--- src/rtl/cnt_hold_timer.sv ---
`default_nettype none
// ============================================================================
//  Module      : cnt_hold_timer
//  Description : Counts consecutive hold samples of the tracked digit and
//                flags a stall on the hold that would exceed HOLD_MAX.
//  Revision    : 1.0 - initial release
// ============================================================================
module cnt_hold_timer #(
    parameter int HOLD_MAX = 15
) (
    input  logic clk,
    input  logic rst,
    input  logic i_clr,    // legal advance or error clear
    input  logic i_hold,   // legal hold sample this cycle
    output logic o_stall   // this hold is one too many
);

    localparam int HOLD_W = (HOLD_MAX < 1) ? 1 : $clog2(HOLD_MAX + 1);
    localparam logic [HOLD_W-1:0] C_HOLD_LIMIT = HOLD_W'(HOLD_MAX);

    logic [HOLD_W-1:0] hold_cnt_q;
    logic [HOLD_W-1:0] hold_cnt_d;

    // A hold arriving with the counter already at the limit is the stall.
    assign o_stall = i_hold && (hold_cnt_q == C_HOLD_LIMIT);

    // Next count: clear wins, otherwise count holds that are not the stall.
    always_comb begin
        hold_cnt_d = hold_cnt_q;
        if (i_clr) begin
            hold_cnt_d = '0;
        end else if (i_hold && !o_stall) begin
            hold_cnt_d = hold_cnt_q + 1'b1;
        end
    end

    // Hold counter register.
    always_ff @(posedge clk) begin
        if (rst) begin
            hold_cnt_q <= '0;
        end else begin
            hold_cnt_q <= hold_cnt_d;
        end
    end

endmodule
`default_nettype wire

--- config.mk ---
export PLATFORM = sky130hd
export DESIGN_NAME = cnt_hold_timer
export DESIGN_NICKNAME = d
export VERILOG_FILES = /design/src/rtl/cnt_hold_timer.sv
export SDC_FILE = /design/constraint.sdc
export NUM_CORES = 1
export LEC_CHECK = 0
export ABC_AREA = 1
export BUFFER_PORTS_ARGS = -buffer_cell sky130_fd_sc_hd__buf_2
export CAP_MARGIN = 10
export CELL_PAD_IN_SITES_DETAIL_PLACEMENT = 1
export CELL_PAD_IN_SITES_GLOBAL_PLACEMENT = 1
export CORE_AREA = 3 3 40 42
export DETAILED_ROUTE_END_ITERATION = 10
export DIE_AREA = 0 0 43 45
export GPL_ROUTABILITY_DRIVEN = 1
export GPL_TIMING_DRIVEN = 0
export PLACE_DENSITY_LB_ADDON = 0.1
export SLEW_MARGIN = 30
export SYNTH_ARGS = -nofsm -noshare
export SYNTH_HDL_FRONTEND = slang
export SYNTH_SLANG_ARGS = --single-unit
--- constraint.sdc ---
create_clock -name clk -period 2 [get_ports clk]
set_input_delay 0.4 -clock clk [delete_from_list [all_inputs] [get_ports clk]]
set_output_delay 0.4 -clock clk [all_outputs]
set_load 0.02 [all_outputs]
; After elaboration in Yosys (flattened, before gate mapping)
; Cells that the tools add are included.
[totals]
reg_bits = 4
input_bits = 4
out_inout_bits = 1
word_cells = 7
[op_classes]
n_addsub = 1
n_eq_ne = 1
n_reduce_logical = 4
[ops]
columns = cell, count
row1 = adder 4 x 1 -> 4 bit (second input constant), 1
row2 = equality test 4 bit (second input constant), 1
row3 = logical AND 1 bit, 2
row4 = OR reduction 2 bit, 1
row5 = logical NOT 1 bit, 1

; Longest topological paths before layout
; Gate-level depths: netlist (run 1).
[logic_depth]
depth_word = 4
depth_mapped = 6
mapped_depth_nobuf = 6

; Least setup slack after synthesis (run 1)
; No wires, ideal clock.
[synth_timing]
kind = reg-to-output
startpoint = register hold_cnt_q[0]
endpoint = output o_stall
t_arrival_ns = 0.928
required_time_ns = 1.600
setup_slack_ns = 0.672
stages_incl_launch_ff = 4
path_buffers = 0
cell_sequence = dfxtp_1 > ha_1 > nand3_2 > nor2_1
[synth_via]
elab_chain_cells = 2
[synth_rtl]
columns = element, line_no
row1 = from (decl), 21  ; logic [HOLD_W-1:0] hold_cnt_q;
row2 = from (signal assigned), 42  ; hold_cnt_q <= hold_cnt_d;
row3 = equality test 4 bit, 25  ; assign o_stall = i_hold && (hold_cnt_q == C_HOLD_LIMIT);
row4 = logical AND 1 bit, 25
row5 = to (decl), 15  ; output logic o_stall
; Every way passes these cells.

; Worst setup path after layout (run 1)
; Ends and elaborated chain as after synthesis.

==> qor.txt, run 1 <==
TritonCTS buffer count -> 3
Die H -> 45 um
Pin count of the biggest net entering global routing -> 6
Synth unique cells -> 11
Worst hold path depth -> 4
Reg2Reg Depth -> 6
Synthesized flop and latch total -> 4
Grt ovf -> 0
Final setup violation count -> 0
Cell chosen for the clock root -> clkbuf_4
Initial Utilization -> 15.9%
CTS tree -> done
Post-placement cell count -> 49
Final Cycle Share -> 79.0%
Drt wl/cell -> 8.60 um
Max-cap check violation count -> 0
Global Route Usage Sum -> 6.08%
Mapped Area -> 204 sq um
Crit Reg-Reg Startpoint -> hold_cnt_q[0]
Final Instance Count excl. Fillers -> 52
Worst setup EP type -> output pin
Worst setup path start -> hold_cnt_q[0]
Yosys warning total -> 0
Initial antenna violation count -> 0
Outcome -> completed
CTS sink count -> 4
Nets -> 44
Detail Route Antenna Nets -> 0
Vias -> 212
Hold Crit Class -> in -> reg
Worst vdd ir -> 0.262 mV
Endpoint, Worst Hold -> hold_cnt_q[3]
Max reg flops -> 4
Slew @ Worst Pin -> 0.214 ns
Main area contributors after synthesis -> dfxtp_1 39%, nor2_1 20%, o21ai_0 7.4%
Critical R2R Capture -> hold_cnt_q[1]
Cell taking the most area after synthesis -> dfxtp_1
Post-Syn Area per Cell -> 6.80 sq um
H-tree depth -> 1
Area delta synth->final -> 30.1%
DRC Markers -> 0
Crit start category -> flip-flop
Max incr delay on CP -> 0.37 ns
Final wirelength -> 447 um
Final Max Slew Viols -> 0
Core ar. -> 1280 sq um
CTS clk-pin slew, worst paths -> 0.04 ns
Hold path start -> rst
Vias/cell -> 4.08
Fin. Hold Viols -> 0
Iter 0 DRT Violations -> 5
Postcts setup bufs -> 0
Syn_nets -> 35
Crit path time final -> 1.58 ns
Cts hold-fix bufs -> 0
Post-CTS sizing -> 0
RSZ-0062 raised after global routing -> no
Critical path peak fanout -> 4
Pwr dens -> 730 nW/um^2
I/O pin cnt -> 5
Setup tns final -> 0 ns
DR pass1 iterations -> 2
Gpl congestion -> 0.644
Number of global-route vias before repair -> 186
I/O Buffers -> 4
Largest registers -> hold_cnt_q (4)
Reg with most FFs -> hold_cnt_q
# rows -> 13
CP cell instances -> ha_1 > nand3_2 > nor2_1 > buf_2
Critical path class -> reg -> out
Post-Synthesis Cells -> 30
N_diodes -> 0
Worst-Skew Late Latency -> 0.23 ns
Arrival time worst endpoint -> 1.18 ns
Slowest cell on crit path -> dfxtp_1
FMAX -> 633 MHz
R2R Setup Slk -> 0.89 ns
CP required -> 1.60 ns
Die area -> 1940 sq um
Global-route wire length before repair -> 772 um
Die width -> 43 um
Max Clock Skew -> 0.00239 ns
Seq/Total Area, Yosys -> 39.3%
Max_slew headroom -> 85.7%
Post-synth top area share -> 39.3%
Maximum buffer depth of the clock tree -> 2
Lkg Pwr -> 0.114 nW
Ratio of cells with drive above 1 in the final layout -> 24.3%
power by group:
part | internal, mW | switching [mW] | leakage (nW)
Sequential | 0.0821 | 0.00191 | 0.0325
Clock | 0.0669 | 0.0296 | 0.0138
Combinational | 0.00543 | 0.00781 | 0.0674
Total | 0.154 | 0.0393 | 0.114
cell families (layout without fill, tap and decap cells):
family	count (synthesis)	after routing	share of synthesized area [%]
flip-flops	4	4	39.3
adder cells (fa/ha/maj)	1	1	6.13
buffers and inverters	3	10	5.52
AO/OA/AOI/OAI	4	4	9.81
AND/OR/NAND/NOR	18	18	39.3
how the worst max path moves through the flow:
stage,to,cells after the start,slack (ns)
6_report,o_stall,4,0.42
5_1_grt,o_stall,4,0.33
4_1_cts,o_stall,4,0.39
3_5_place_dp,o_stall,4,0.64
3_3_place_gp,o_stall,4,0.66
2_1_floorplan,o_stall,3,0.67
final cells by class:
| cell class | instances | area, sq um |
|---|---|---|
| Inverter | 3 | 11.3 |
| Multi-Input combinational cell | 23 | 113 |
| Timing Repair Buffer | 4 | 20.0 |
| Fill cell | 167 | 1020 |
| Clock buffer | 3 | 22.5 |
| Sequential cell | 4 | 80.1 |
| Tap cell | 15 | 18.8 |
critical path, delay by kind of cell, from the launching register on:
family / cells / cell delay, ns
flops: 1 / 0.37
fa+ha+maj: 1 / 0.23
simple gates: 2 / 0.19
buf+inv: 1 / 0.16
layout by cell type (no fill, tap or decap):
cell	instances
a21oi_1	1
o21ai_0	3
nand3_1	1
ha_1	1
inv_1	3
clkbuf_4	3
nand2_1	3
nor2_1	11
nand3_2	1
buf_2	4
nand4_1	1
nand2_2	1
dfxtp_1	4
metal layers:
metal	track usage, %	share of wire (%)	vias up
met5	0	0	-
met4	7.23	4.7	0
met3	3.98	7.8	4
met2	6.59	40	5
met1	6.99	47	90
li1	-	-	113
synth_stat cells (all sizes together):
cell / instances
a21oi: 1
dfxtp: 4
ha: 1
inv: 3
nand2: 4
nand3: 2
nand4: 1
nor2: 11
o21ai: 3
through the flow:
stage               util (%)  setup slack [ns]  power [mW]  hold slack, ns  instance area (sq um)
floorplan                  -             0.672      0.0925           0.491                    204
global placement        18.9             0.661      0.0984           0.517                    243
detailed placement      18.9             0.642      0.0986           0.513                    243
CTS                     20.6             0.388       0.200           0.444                    265
global route            20.6             0.332       0.203           0.497                    265
finish                  20.6             0.419       0.194           0.450                    265
(Power assumes the default switching activity.)
==> inputs of run 2 (changes only) <==
- clock period: 2 -> 1.3 ns (I/O delays scaled with it)
==> run 2 against run 1 <==
Compared with the run above:
- sequential share of layout area is 2.6 points lower
- routed wire length increased by 15%
- utilization rose by 4.1 points
- sequential power rose by 51%
- non-clock buffer count is 4 higher
- combinational power is 110% higher
- register-to-register slack lost 0.71 ns
- worst hold slack lost 0.14 ns
- worst setup slack worse by 0.41 ns
- cell count is 7.7% higher
- clock power is 52% higher
==> qor.txt, run 2 (synthesized netlist as in run 1, its figures left out) <==
Outcome -> completed
CP cell instances -> ha_4 > nand3_2 > nor2_1 > buf_4
DR pass1 iterations -> 2
Final wirelength -> 513 um
TritonCTS buffer count -> 3
Crit start category -> flip-flop
Grt ovf -> 0
Vias -> 221
Worst setup EP type -> output pin
Initial antenna violation count -> 0
Final setup violation count -> 0
Hold path start -> rst
Fin. Hold Viols -> 0
Die width -> 43 um
Iter 0 DRT Violations -> 5
Max incr delay on CP -> 0.35 ns
Vias/cell -> 3.95
Pwr dens -> 950 nW/um^2
Hold Crit Class -> in -> reg
Critical path peak fanout -> 2
Cts hold-fix bufs -> 0
Arrival time worst endpoint -> 1.03 ns
Max Clock Skew -> 0.00214 ns
Placed Area -> 243 sq um
# rows -> 13
DRC Markers -> 0
Gpl congestion -> 0.644
Crit Reg-Reg Startpoint -> hold_cnt_q[0]
Drt wl/cell -> 9.16 um
I/O pin cnt -> 5
Ratio of cells with drive above 1 in the final layout -> 39.0%
R2R Setup Slk -> 0.18 ns
Worst vdd ir -> 0.398 mV
Worst hold path depth -> 4
Core ar. -> 1280 sq um
Commonest non-fill, non-tap cell in the layout -> nor2_1
Final Cycle Share -> 99.5%
Max reg flops -> 4
Crit path time final -> 1.29 ns
Cell chosen for the clock root -> clkbuf_4
Global-route wire length before repair -> 917 um
Max_slew headroom -> 85.6%
FMAX -> 773 MHz
Total Power -> 0.302 mW
RSZ-0062 raised after global routing -> yes
Most frequent cells in the layout -> 11 x nor2_1, 5 x buf_4
CTS sink count -> 4
Max-cap check violation count -> 0
Crit path max-delay family -> flip-flops
H-tree depth -> 1
Slowest cell on crit path -> dfxtp_4
Post-layout util -> 24.7%
Initial Utilization -> 15.9%
Global Route Usage Sum -> 6.99%
I/O Buffers -> 4
Detail Route Antenna Nets -> 0
CP required -> 1.04 ns
Endpoint, Worst Hold -> hold_cnt_q[3]
Pin count of the biggest net entering global routing -> 6
Reg2Reg Depth -> 7
Die area -> 1940 sq um
CTS tree -> done
Critical R2R Capture -> hold_cnt_q[3]
Worst-Skew Late Latency -> 0.23 ns
Die H -> 45 um
Final Max Slew Viols -> 0
Largest registers -> hold_cnt_q (4)
Lkg Pwr -> 0.134 nW
Nets -> 48
Maximum buffer depth of the clock tree -> 2
CTS clk-pin slew, worst paths -> 0.04 ns
Critical path class -> reg -> out
Slew @ Worst Pin -> 0.216 ns
CP bufs+invs -> 1
Reg with most FFs -> hold_cnt_q
N_diodes -> 0
Finished Cell Area -> 318 sq um
Number of global-route vias before repair -> 218
Area delta synth->final -> 55.8%
## run 2: changes by cell type in the layout (fill, tap and decap cells not counted), sizes merged
cell  previous run  this run
buf              4         8
## run 2: what timing repair did
item / 4_1_cts / 5_1_grt
resized for setup: 7 / 0
endpoints found under the setup margin: 1 / 1
pin swaps: 2 / 2
setup buffers: 3 / 1
## run 2: how the worst max path moves through the flow
| stage | from | endpoint | cells past startpoint |
|---|---|---|---|
| after floorplan | hold_cnt_q[0] | o_stall | 3 |
| after global placement | hold_cnt_q[0] | o_stall | 4 |
| after detailed placement | hold_cnt_q[1] | o_stall | 4 |
| after CTS | hold_cnt_q[1] | o_stall | 4 |
| after global routing | hold_cnt_q[0] | o_stall | 4 |
| final | hold_cnt_q[0] | o_stall | 4 |
## run 2: final cells by class
cell class                 count  area [sq um]
clock buffer                   3          22.5
tap                           15          18.8
sequential                     4          87.6
multi-input combinational     23           125
inverter                       3          11.3
timing repair buffer           8          52.6
fill                         166           967
## run 2: through the flow
step	std cells	worst slack (ns)	hold slack (ns)	setup TNS, ns
floorplan	30	0.112	0.420	0
global placement	49	0.101	0.517	0
detailed placement	49	0.0821	0.513	0
CTS	55	-0.0320	0.304	-0.0320
global route	56	-0.0461	0.357	-0.0461
finish	56	0.00613	0.311	0
## run 2: worst reg2reg max path, cell delays in order (launching register included)
cell and delay, ns:
dfxtp_4 0.34, ha_4 0.16, buf_4 0.12, buf_4 0.13
nand2_1 0.07, nand4_1 0.09, nand2_1 0.07, nor2_1 0.04
## run 2: layer usage
| metal | share of wire (%) | GRT usage (%) | up-vias |
|---|---|---|---|
| met5 | 0 | 0 | - |
| met4 | 2.1 | 7.23 | 0 |
| met3 | 5.1 | 3.98 | 2 |
| met2 | 46 | 8.68 | 3 |
| met1 | 47 | 7.95 | 98 |
| li1 | - | - | 118 |
## run 2: power breakdown
group	total, mW	internal (mW)	leakage (nW)	switching [mW]
Sequential	0.127	0.124	0.0339	0.00295
Combinational	0.0275	0.0129	0.0866	0.0146
Clock	0.147	0.103	0.0138	0.0445
==> inputs of run 3 (changes only) <==
- BUFFER_PORTS_ARGS: -buffer_cell sky130_fd_sc_hd__buf_2 -> unset
- DONT_BUFFER_PORTS: unset -> 1
- PLACE_DENSITY: unset -> 0.37
- PLACE_DENSITY_LB_ADDON: 0.1 -> unset
==> run 3 against run 2 <==
Compared with the run above:
- sequential cell count did not move
- non-clock buffer count fell by 6
- utilization fell by 1.8 points
- first-iteration DRC count fell by 80%
- fmax rose by 3.5%
- critical path depth fell by 1
- sequential share of layout area rose by 2.1 points
- count of clock-buffer cells in the layout did not move
- worst hold slack got worse by 0.093 ns
- final area fell by 7.1%
==> qor.txt, run 3 (synthesized netlist as in run 1, its figures left out) <==
Global Route Usage Sum -> 7.08%
Outcome -> completed
Post-layout util -> 23.0%
Setup tns final -> 0 ns
Die area -> 1940 sq um
CTS tree -> done
Max reg flops -> 4
Worst setup EP type -> output pin
Largest registers -> hold_cnt_q (4)
Worst hold path depth -> 2
Initial antenna violation count -> 0
I/O Buffers -> 0
Final WS setup -> 0.0501 ns
Maximum buffer depth of the clock tree -> 2
DR pass1 iterations -> 3
Die width -> 43 um
CP bufs+invs -> 0
Post-placement cell count -> 45
RSZ-0062 raised after global routing -> no
Most frequent cells in the layout -> 10 x nor2_1, 3 x inv_1, 3 x nand2_1, 3 x o21ai_0, 3 x clkbuf_4
Max-cap check violation count -> 0
Core ar. -> 1280 sq um
Hold path start -> i_hold
Critical path class -> reg -> out
Nets -> 42
Ratio of cells with drive above 1 in the final layout -> 31.4%
Crit start category -> flip-flop
Max_slew headroom -> 81.2%
Commonest non-fill, non-tap cell in the layout -> nor2_1
Hold Crit Class -> in -> reg
CP required -> 1.04 ns
Lkg Pwr -> 0.106 nW
CP cell instances -> ha_4 > nand3_4 > nor2_4
Placed Area -> 223 sq um
Finished Cell Area -> 295 sq um
Fin. Hold Viols -> 0
Final Cycle Share -> 96.1%
Critical path peak fanout -> 3
Final wirelength -> 554 um
Initial Utilization -> 15.9%
Slew @ Worst Pin -> 0.281 ns
R2R Setup Slk -> 0.23 ns
HPWL after detailed placement -> 369 um
N_diodes -> 0
H-tree depth -> 1
TritonCTS buffer count -> 3
Pin count of the biggest net entering global routing -> 6
Pwr dens -> 1010 nW/um^2
Reg2Reg Depth -> 6
Crit path time final -> 1.25 ns
Worst vdd ir -> 0.236 mV
Cell chosen for the clock root -> clkbuf_4
Crit Reg-Reg Startpoint -> hold_cnt_q[1]
I/O pin cnt -> 5
Max incr delay on CP -> 0.36 ns
Arrival time worst endpoint -> 0.99 ns
Number of global-route vias before repair -> 224
CTS clk-pin slew, worst paths -> 0.04 ns
Final Max Slew Viols -> 0
Detail Route Antenna Nets -> 0
FMAX -> 800 MHz
Critical R2R Capture -> hold_cnt_q[1]
Vias/cell -> 4.02
Slowest cell on crit path -> dfxtp_4
Max Clock Skew -> 0.00556 ns
Drt wl/cell -> 11.1 um
Gpl congestion -> 0.609
Final setup violation count -> 0
Final Instance Count excl. Fillers -> 50
Die H -> 45 um
Hold WS -> 0.218 ns
Iter 0 DRT Violations -> 1
Vias -> 201
Worst setup path start -> hold_cnt_q[1]
Global-route wire length before repair -> 931 um
Pre-CTS WS -> 0.0156 ns
Area delta synth->final -> 44.8%
Crit path max-delay family -> flip-flops
DRC Markers -> 0
CTS sink count -> 4
Total Power -> 0.299 mW
Endpoint, Worst Hold -> hold_cnt_q[2]
# rows -> 13
Worst-Skew Late Latency -> 0.23 ns
Reg with most FFs -> hold_cnt_q
Grt ovf -> 0
-- run 3: worst max path at each step --
stage	slack [ns]	cells after the start	end
after CTS	0.005	3	o_stall
after global placement	0.03	3	o_stall
final	0.05	3	o_stall
after floorplan	0.11	3	o_stall
after detailed placement	0.02	3	o_stall
after global routing	0.008	3	o_stall
-- run 3: what timing repair did --
item | CTS | global route
resized for setup | 7 | 2
setup buffers | 1 | 1
hold buffers | 0 | 0
endpoints found under the setup margin | 1 | 1
pin swaps | 2 | 1
-- run 3: layout make-up --
type / count / area (sq um)
clock buffer: 3 / 22.5
fill: 161 / 990
inverter: 3 / 11.3
multi-input combinational: 23 / 140
sequential: 4 / 87.6
tap: 15 / 18.8
timing repair buffer: 2 / 15.0
-- run 3: power breakdown --
part / switching [mW] / total [mW] / leakage (nW) / internal, mW
clock network: 0.0478 / 0.151 / 0.0138 / 0.103
logic: 0.0123 / 0.0202 / 0.0586 / 0.00794
registers: 0.00391 / 0.128 / 0.0339 / 0.124
-- run 3: per-layer routing --
layer / up-vias / global-route usage [%] / share of wire [%]
li1: 108 / - / -
met1: 88 / 7.49 / 42
met2: 5 / 10.8 / 50
met3: 0 / 2.39 / 7.6
met4: 0 / 7.23 / 0
met5: - / 0 / 0
